===== src/rtl/mem_port_ctrl.sv =====
// mem_port_ctrl: fetch / load-store arbiter for the single-ported memory.
// Ports: if_* fetch side, ls_* load/store side, mem_* memory port.
module mem_port_ctrl #(
  parameter int ADDR_W = 8,
  parameter int DATA_W = 32
) (
  input  logic              clk,
  input  logic              rst,
  input  logic              if_req,
  input  logic [ADDR_W-1:0] if_addr,
  output logic              if_ack,
  output logic [DATA_W-1:0] if_instr,
  input  logic              ls_req,
  input  logic              ls_we,
  input  logic [2:0]        ls_func3,
  input  logic [ADDR_W-1:0] ls_addr,
  input  logic [DATA_W-1:0] ls_wdata,
  output logic              ls_ack,
  output logic [DATA_W-1:0] ls_rdata,
  output logic              ls_err,
  output logic              mem_read,
  output logic              mem_write,
  output logic [ADDR_W-1:0] mem_addr,
  output logic [DATA_W-1:0] mem_wdata,
  output logic [2:0]        mem_func3,
  input  logic [DATA_W-1:0] mem_rdata
);

  typedef enum logic [1:0] {
    IDLE,
    SERVE_IF,
    SERVE_LS
  } state_t;

  state_t state, state_nx;
  logic   last_ls;
  logic   if_elig, ls_elig;
  logic   func_ok, align_ok, ls_legal;

  // A requester in service or in its ack cycle
  // still has req high; it must not be re-served.
  assign if_elig = if_req && (state != SERVE_IF)
                   && !if_ack;
  assign ls_elig = ls_req && (state != SERVE_LS)
                   && !ls_ack;

  always_comb begin
    func_ok = 1'b0;
    case (ls_func3)
      3'b000, 3'b001, 3'b010: func_ok = 1'b1;
      3'b100, 3'b101:         func_ok = !ls_we;
      default:                func_ok = 1'b0;
    endcase
  end

  always_comb begin
    align_ok = 1'b1;
    case (ls_func3[1:0])
      2'b10:   align_ok = (ls_addr[1:0] == 2'b00);
      2'b01:   align_ok = !ls_addr[0];
      default: align_ok = 1'b1;
    endcase
  end

  assign ls_legal = func_ok && align_ok;

  always_comb begin
    state_nx = IDLE;
    unique case (1'b1)
      (if_elig && ls_elig):
        state_nx = last_ls ? SERVE_IF : SERVE_LS;
      (if_elig && !ls_elig):
        state_nx = SERVE_IF;
      (!if_elig && ls_elig):
        state_nx = SERVE_LS;
      default:
        state_nx = IDLE;
    endcase
  end

  always_comb begin
    mem_read  = 1'b0;
    mem_write = 1'b0;
    mem_addr  = '0;
    mem_wdata = '0;
    mem_func3 = 3'b000;
    case (state)
      SERVE_IF: begin
        mem_addr  = if_addr;
        mem_func3 = 3'b010;
      end
      SERVE_LS: begin
        mem_addr  = ls_addr;
        mem_func3 = ls_func3;
        if (ls_legal) begin
          mem_read  = !ls_we;
          mem_write = ls_we;
          if (ls_we) mem_wdata = ls_wdata;
        end
      end
      default: ;
    endcase
  end

  always_ff @(posedge clk or negedge rst) begin
    if (!rst) begin
      state   <= IDLE;
      last_ls <= 1'b0;
    end else begin
      state <= state_nx;
      if (state_nx == SERVE_LS) last_ls <= 1'b1;
      if (state_nx == SERVE_IF) last_ls <= 1'b0;
    end
  end

  always_ff @(posedge clk or negedge rst) begin
    if (!rst) begin
      if_ack   <= 1'b0;
      if_instr <= '0;
      ls_ack   <= 1'b0;
      ls_err   <= 1'b0;
      ls_rdata <= '0;
    end else begin
      if_ack <= (state == SERVE_IF);
      ls_ack <= (state == SERVE_LS);
      ls_err <= (state == SERVE_LS) && !ls_legal;
      if (state == SERVE_IF) if_instr <= mem_rdata;
      if (state == SERVE_LS) begin
        if (!ls_legal)   ls_rdata <= '0;
        else if (!ls_we) ls_rdata <= mem_rdata;
      end
    end
  end

endmodule


===== config.mk =====
export PLATFORM = sky130hd
export DESIGN_NAME = mem_port_ctrl
export DESIGN_NICKNAME = d
export VERILOG_FILES = /design/src/rtl/mem_port_ctrl.sv
export SDC_FILE = /design/constraint.sdc
export NUM_CORES = 1
export LEC_CHECK = 0
export BUFFER_PORTS_ARGS = -buffer_cell sky130_fd_sc_hd__buf_4
export CAP_MARGIN = 20
export CELL_PAD_IN_SITES_DETAIL_PLACEMENT = 1
export CELL_PAD_IN_SITES_GLOBAL_PLACEMENT = 1
export CORE_MARGIN = 2
export CORE_UTILIZATION = 33
export CTS_CLUSTER_SIZE = 28
export DETAILED_ROUTE_END_ITERATION = 6
export PLACE_DENSITY_LB_ADDON = 0.15
export SETUP_SLACK_MARGIN = 0.2
export SYNTH_ARGS = -nofsm -noshare
export SYNTH_HDL_FRONTEND = slang
export SYNTH_SLANG_ARGS = --single-unit

===== constraint.sdc =====
create_clock -name clk -period 4 [get_ports clk]
set_clock_uncertainty 0.05 [all_clocks]
set_input_delay 0 -clock clk [delete_from_list [all_inputs] [get_ports clk]]
set_output_delay 0 -clock clk [all_outputs]
set_load 0.02 [all_outputs]

Yosys cells after proc, flatten, opt, wreduce, memory -nomap -nowiden
Cells that the tools add are included.

word-level totals
  bits in registers = 70
  output and inout port bits = 112
  logic and storage cells = 59

operators by class
  eq/ne operators = 13
  mux-type cells = 17
  reductions and logical operators = 22

operators by type and width
  cell                                                              number
  32-bit 2-to-1 mux                                                 5
  8-bit one-hot mux with 2 select lines                             1
  1-bit logical AND                                                 9
  1-bit zero test                                                   7
  2-bit by 1-bit == test with 1-bit output (second input constant)  3
  2-bit == test (second input constant)                             3
  3-bit == test (second input constant)                             2
  1-bit 2-to-1 mux                                                  6
  2-bit one-hot mux with 3 select lines                             1
  3-bit one-hot mux with 2 select lines                             1
  2-bit != test (second input constant)                             2
  1-bit one-hot mux with 2 select lines                             2
  3-bit by 1-bit == test with 1-bit output (second input constant)  1
  3-bit by 2-bit == test with 1-bit output (second input constant)  1
  3-bit zero test                                                   1
  3-bit OR reduction                                                1
  2-bit zero test                                                   1
  2-bit 2-to-1 mux                                                  1
  2-bit by 1-bit != test with 1-bit output (second input constant)  1
  2-bit AND reduction                                               1
  2-bit nonzero test                                                1
  2-bit OR reduction                                                1

Longest topological paths before layout
  word-level depth = 9
  gate-level depth with buffers = 7
  mapped depth without buffers = 6

Least setup slack after synthesis
No wires, ideal clock.

  path type = register -> register
  start = register state[0]
  end = register last_ls
  setup time = 123 ps
  arrival = 1729 ps
  required time = 3827 ps
  setup slack = 2099 ps
  stages on the path, launching flop included = 7
  path buffers = 0
  period minus slack after synthesis = 1901 ps
  cells stage by stage = dfrtp_1 inv_1 ha_1 or3b_2 o21a_1 ha_1 mux2i_1

on the way
  word-level cells in the longest chain between the ends = 8
  elaborated cells between the ends (all ways) = 16
  those cells by class = 4 x eq/ne; 2 x mux; 10 x reduce/logical

RTL lines
  element                                                                    RTL line  text
  from (decl)                                                                35        state_t state, state_nx;
  from (signal assigned)                                                     110       state <= state_nx;
  2-bit by 1-bit != test with 1-bit output or 2-bit != test (tied branches)  42, 44
  1-bit logical AND (on tied branches)                                       42, 44
  1-bit logical AND (on tied branches)                                       43, 45
  1-bit zero test (on tied branches)                                         74, 72
  1-bit logical AND (on tied branches)                                       74, 72
  2-bit one-hot mux with 3 select lines *                                    69        unique case (1'b1)
  named net state_nx[0]                                                      35
  2-bit by 1-bit == test with 1-bit output or 2-bit == test (tied branches)  112, 111
  1-bit 2-to-1 mux or 2-bit nonzero test (tied branches)                     -
  to (signal assigned)                                                       108       last_ls <= 1'b0;
  to (signal assigned)                                                       111       if (state_nx == SERVE_LS) last_ls <= 1'b1;
  to (signal assigned)                                                       112       if (state_nx == SERVE_IF) last_ls <= 1'b0;
  to (decl)                                                                  36        logic last_ls;

Mark *: on every way through the listed nets, which the timed path passes. The rest lies on a longest branch.
A chain may end at the register's enable or synchronous reset.

Worst setup path in the final report
  start = register state[0]
  end = output mem_read

on the way
  word-level cells in the longest chain between the ends = 2

RTL lines
  element           RTL line  text
  2-bit == test     87        case (state)
  1-bit 2-to-1 mux  87
  to (decl)         21        output logic mem_read,

Every way passes these cells.

==> results_dict.tcl <==
set metrics [dict create \
    slew_viol_final 0 \
    grt_max_degree 71 \
    hold_path_depth 3 \
    diodes 0 \
    finalSetupViolCount 0 \
    tightest_slew_ns 0.870 \
    ys_seq_area_frac 0.570 \
    p_leak_nw 2.65 \
    syn_nets 325 \
    ys_top_cells_by_area "dfrtp_1 (57%), mux2_2 (12%), a22o_1 (9.1%), and2_1 (6.9%), ha_1 (2.4%)" \
    crit_path_max_fanout 33 \
    max-clock-path-buffers 2 \
    period_minus_slack_ns 2.31 \
    peakVddDrop_mv 0.313 \
    synth_top_area_cell "dfrtp_1" \
    die-area_um2 10100 \
    synth_cells 231 \
    htreeDepth 3 \
    final_cell_mix "buf_4 (203), dfrtp_1 (70), dlygate4sd3_1 (35)" \
    synth_area_um2 3070 \
    crit_start "state[0]" \
    fin_ws_ns 1.69 \
    grt_overflow 0 \
    r2r_cells 6 \
    path_class "flop to primary output" \
    synthArstFlopShare 1.00 \
    rsz0062_at_grt "false" \
    gp_congestion 0.718 \
    yosysUniqueCellTypes 28 \
    fin_tns_setup_ns 0 \
    endpoint "mem_read" \
    totalPowerFinal_w 0.00317 \
    hold_ws_ns 0.0398 \
    syn_avg_cell_area_um2 13.3 \
    yosys_warnings 0 \
    initial_utilization 0.335 \
    slew_headroom 0.420 \
    ctsResizeCount 0 \
    pre_cts_slack_ns 1.79 \
    cts.sinks 70 \
    synthFlopType "dfrtp_1" \
    grt_pass1_wl_um 15400 \
    crit_arrival_ns 2.26 \
    rows 35 \
    run_status "finished clean" \
    rrSetupSlack_ns 1.82 \
    final_common_cell "buf_4" \
    ant_nets 0 \
    drt_pass1_iterations 4 \
    antenna_found_initial 0 \
    drt_iter0_markers 79 \
    num_vias 2766 \
    postCtsSetupRepairBufs 0 \
    core_um2 9150 \
    maxCapViolations 0 \
    routed_wl_um 9990 \
    startpoint_type "flop" \
    path_clk_slew_ns 0.07 \
    hpwl_um 7240 \
    die_h_um 100 \
    regToRegStartpoint "state[0]" \
    numPortBuffers 199 \
    cp-end-kind "primary output" \
    finalHoldViolCount 0 \
    critPathRequiredTime_ns 3.95 \
    powerDensity_nw_per_um2 611 \
    wl_per_cell_um 17.3 \
    die_x_um 100 \
    root_buffer "clkbuf_8" \
    ctsHoldBuffers 35 \
    drive_gt1_frac 0.551 \
    synth_top_area_share 0.570 \
    nets 558 \
    grt_use_total 0.197 \
    vias_per_cell 4.78 \
    max_freq_ghz 0.433 \
    drc 0 \
    cts_buffers 9 \
    syn_to_final_growth_pct 68.9 \
    synth_edf_count 0 \
    grt_pass1_vias 2981 \
    clock_latency_ns 0.33 \
    synth-seq-cells 70 \
    period_share 0.577 \
    cts_tree "built" \
    r2r-end "last_ls" \
    hp-class "input port to flop" \
    ios 200 \
]
## cells in the mapped netlist (2+ instances only)
master / n
and2_1: 34
nor2b_1: 2
mux2_2: 32
buf_2: 5
a22oi_1: 8
nor2_1: 9
a22o_1: 32
clkbuf_1: 7
dfrtp_1: 70
inv_1: 7
buf_6: 3
ha_1: 6
## layer usage
layer  vias to the layer above  GRT usage  wire length [µm]
li1                       1276          -                 -
met1                      1357      0.217              3730
met2                       126      0.369              5330
met3                         7     0.0610               828
met4                         0     0.0485                97
met5                         -          0                 0
## state kept, by name, indices dropped and copies added (netlist names)
signal,cells
last_ls,1
ls_rdata,32
state,2
ls_err,1
if_ack,1
if_instr,32
ls_ack,1
## stage by stage
step / utilization / cells / instance area [µm²]
2_1_floorplan: - / 231 / 3070
3_3_place_gp: 0.508 / 529 / 4650
3_5_place_dp: 0.508 / 529 / 4650
4_1_cts: 0.567 / 579 / 5180
5_1_grt: 0.567 / 579 / 5180
6_report: 0.567 / 579 / 5180
## worst min-delay path by stage
stage                     startpoint           end
after floorplan                  rst        if_ack
after global placement           rst  if_instr[14]
after detailed placement         rst  if_instr[14]
after CTS                     if_req      state[0]
after global routing          if_req      state[0]
final                         if_req      state[0]
## cell type report
class                      instances  area [µm²]
sequential                        70        1750
timing repair buffer             238        1870
multi-input combinational        138        1210
fill                            1000        3970
clock buffer                       9         124
inverter                           7        26.3
clock inverter                     6        63.8
tap                              111         139
## power by group
group | switching [W] | internal [W] | leakage [nW]
logic | 0.000773 | 0.000723 | 1.67
clock network | 0.000259 | 0.000283 | 0.0911
registers | 0.000156 | 0.000973 | 0.890
total | 0.00119 | 0.00198 | 2.65
## cells by family after synthesis
kind of cell / share of synthesized area
flip-flops: 0.570
AND/OR/NAND/NOR: 0.111
adder cells (fa/ha/maj): 0.0244
multiplexers: 0.121
buffers and inverters: 0.0375
AO/OA/AOI/OAI: 0.136
## critical path, cell delays in order (launching register included)
cell	delay, ns
dfrtp_1	0.39
inv_1	0.07
ha_1	0.54
nor4b_4	0.30
buf_4	0.40
buf_4	0.22
No activity file was read; power rests on OpenSTA's default activity.
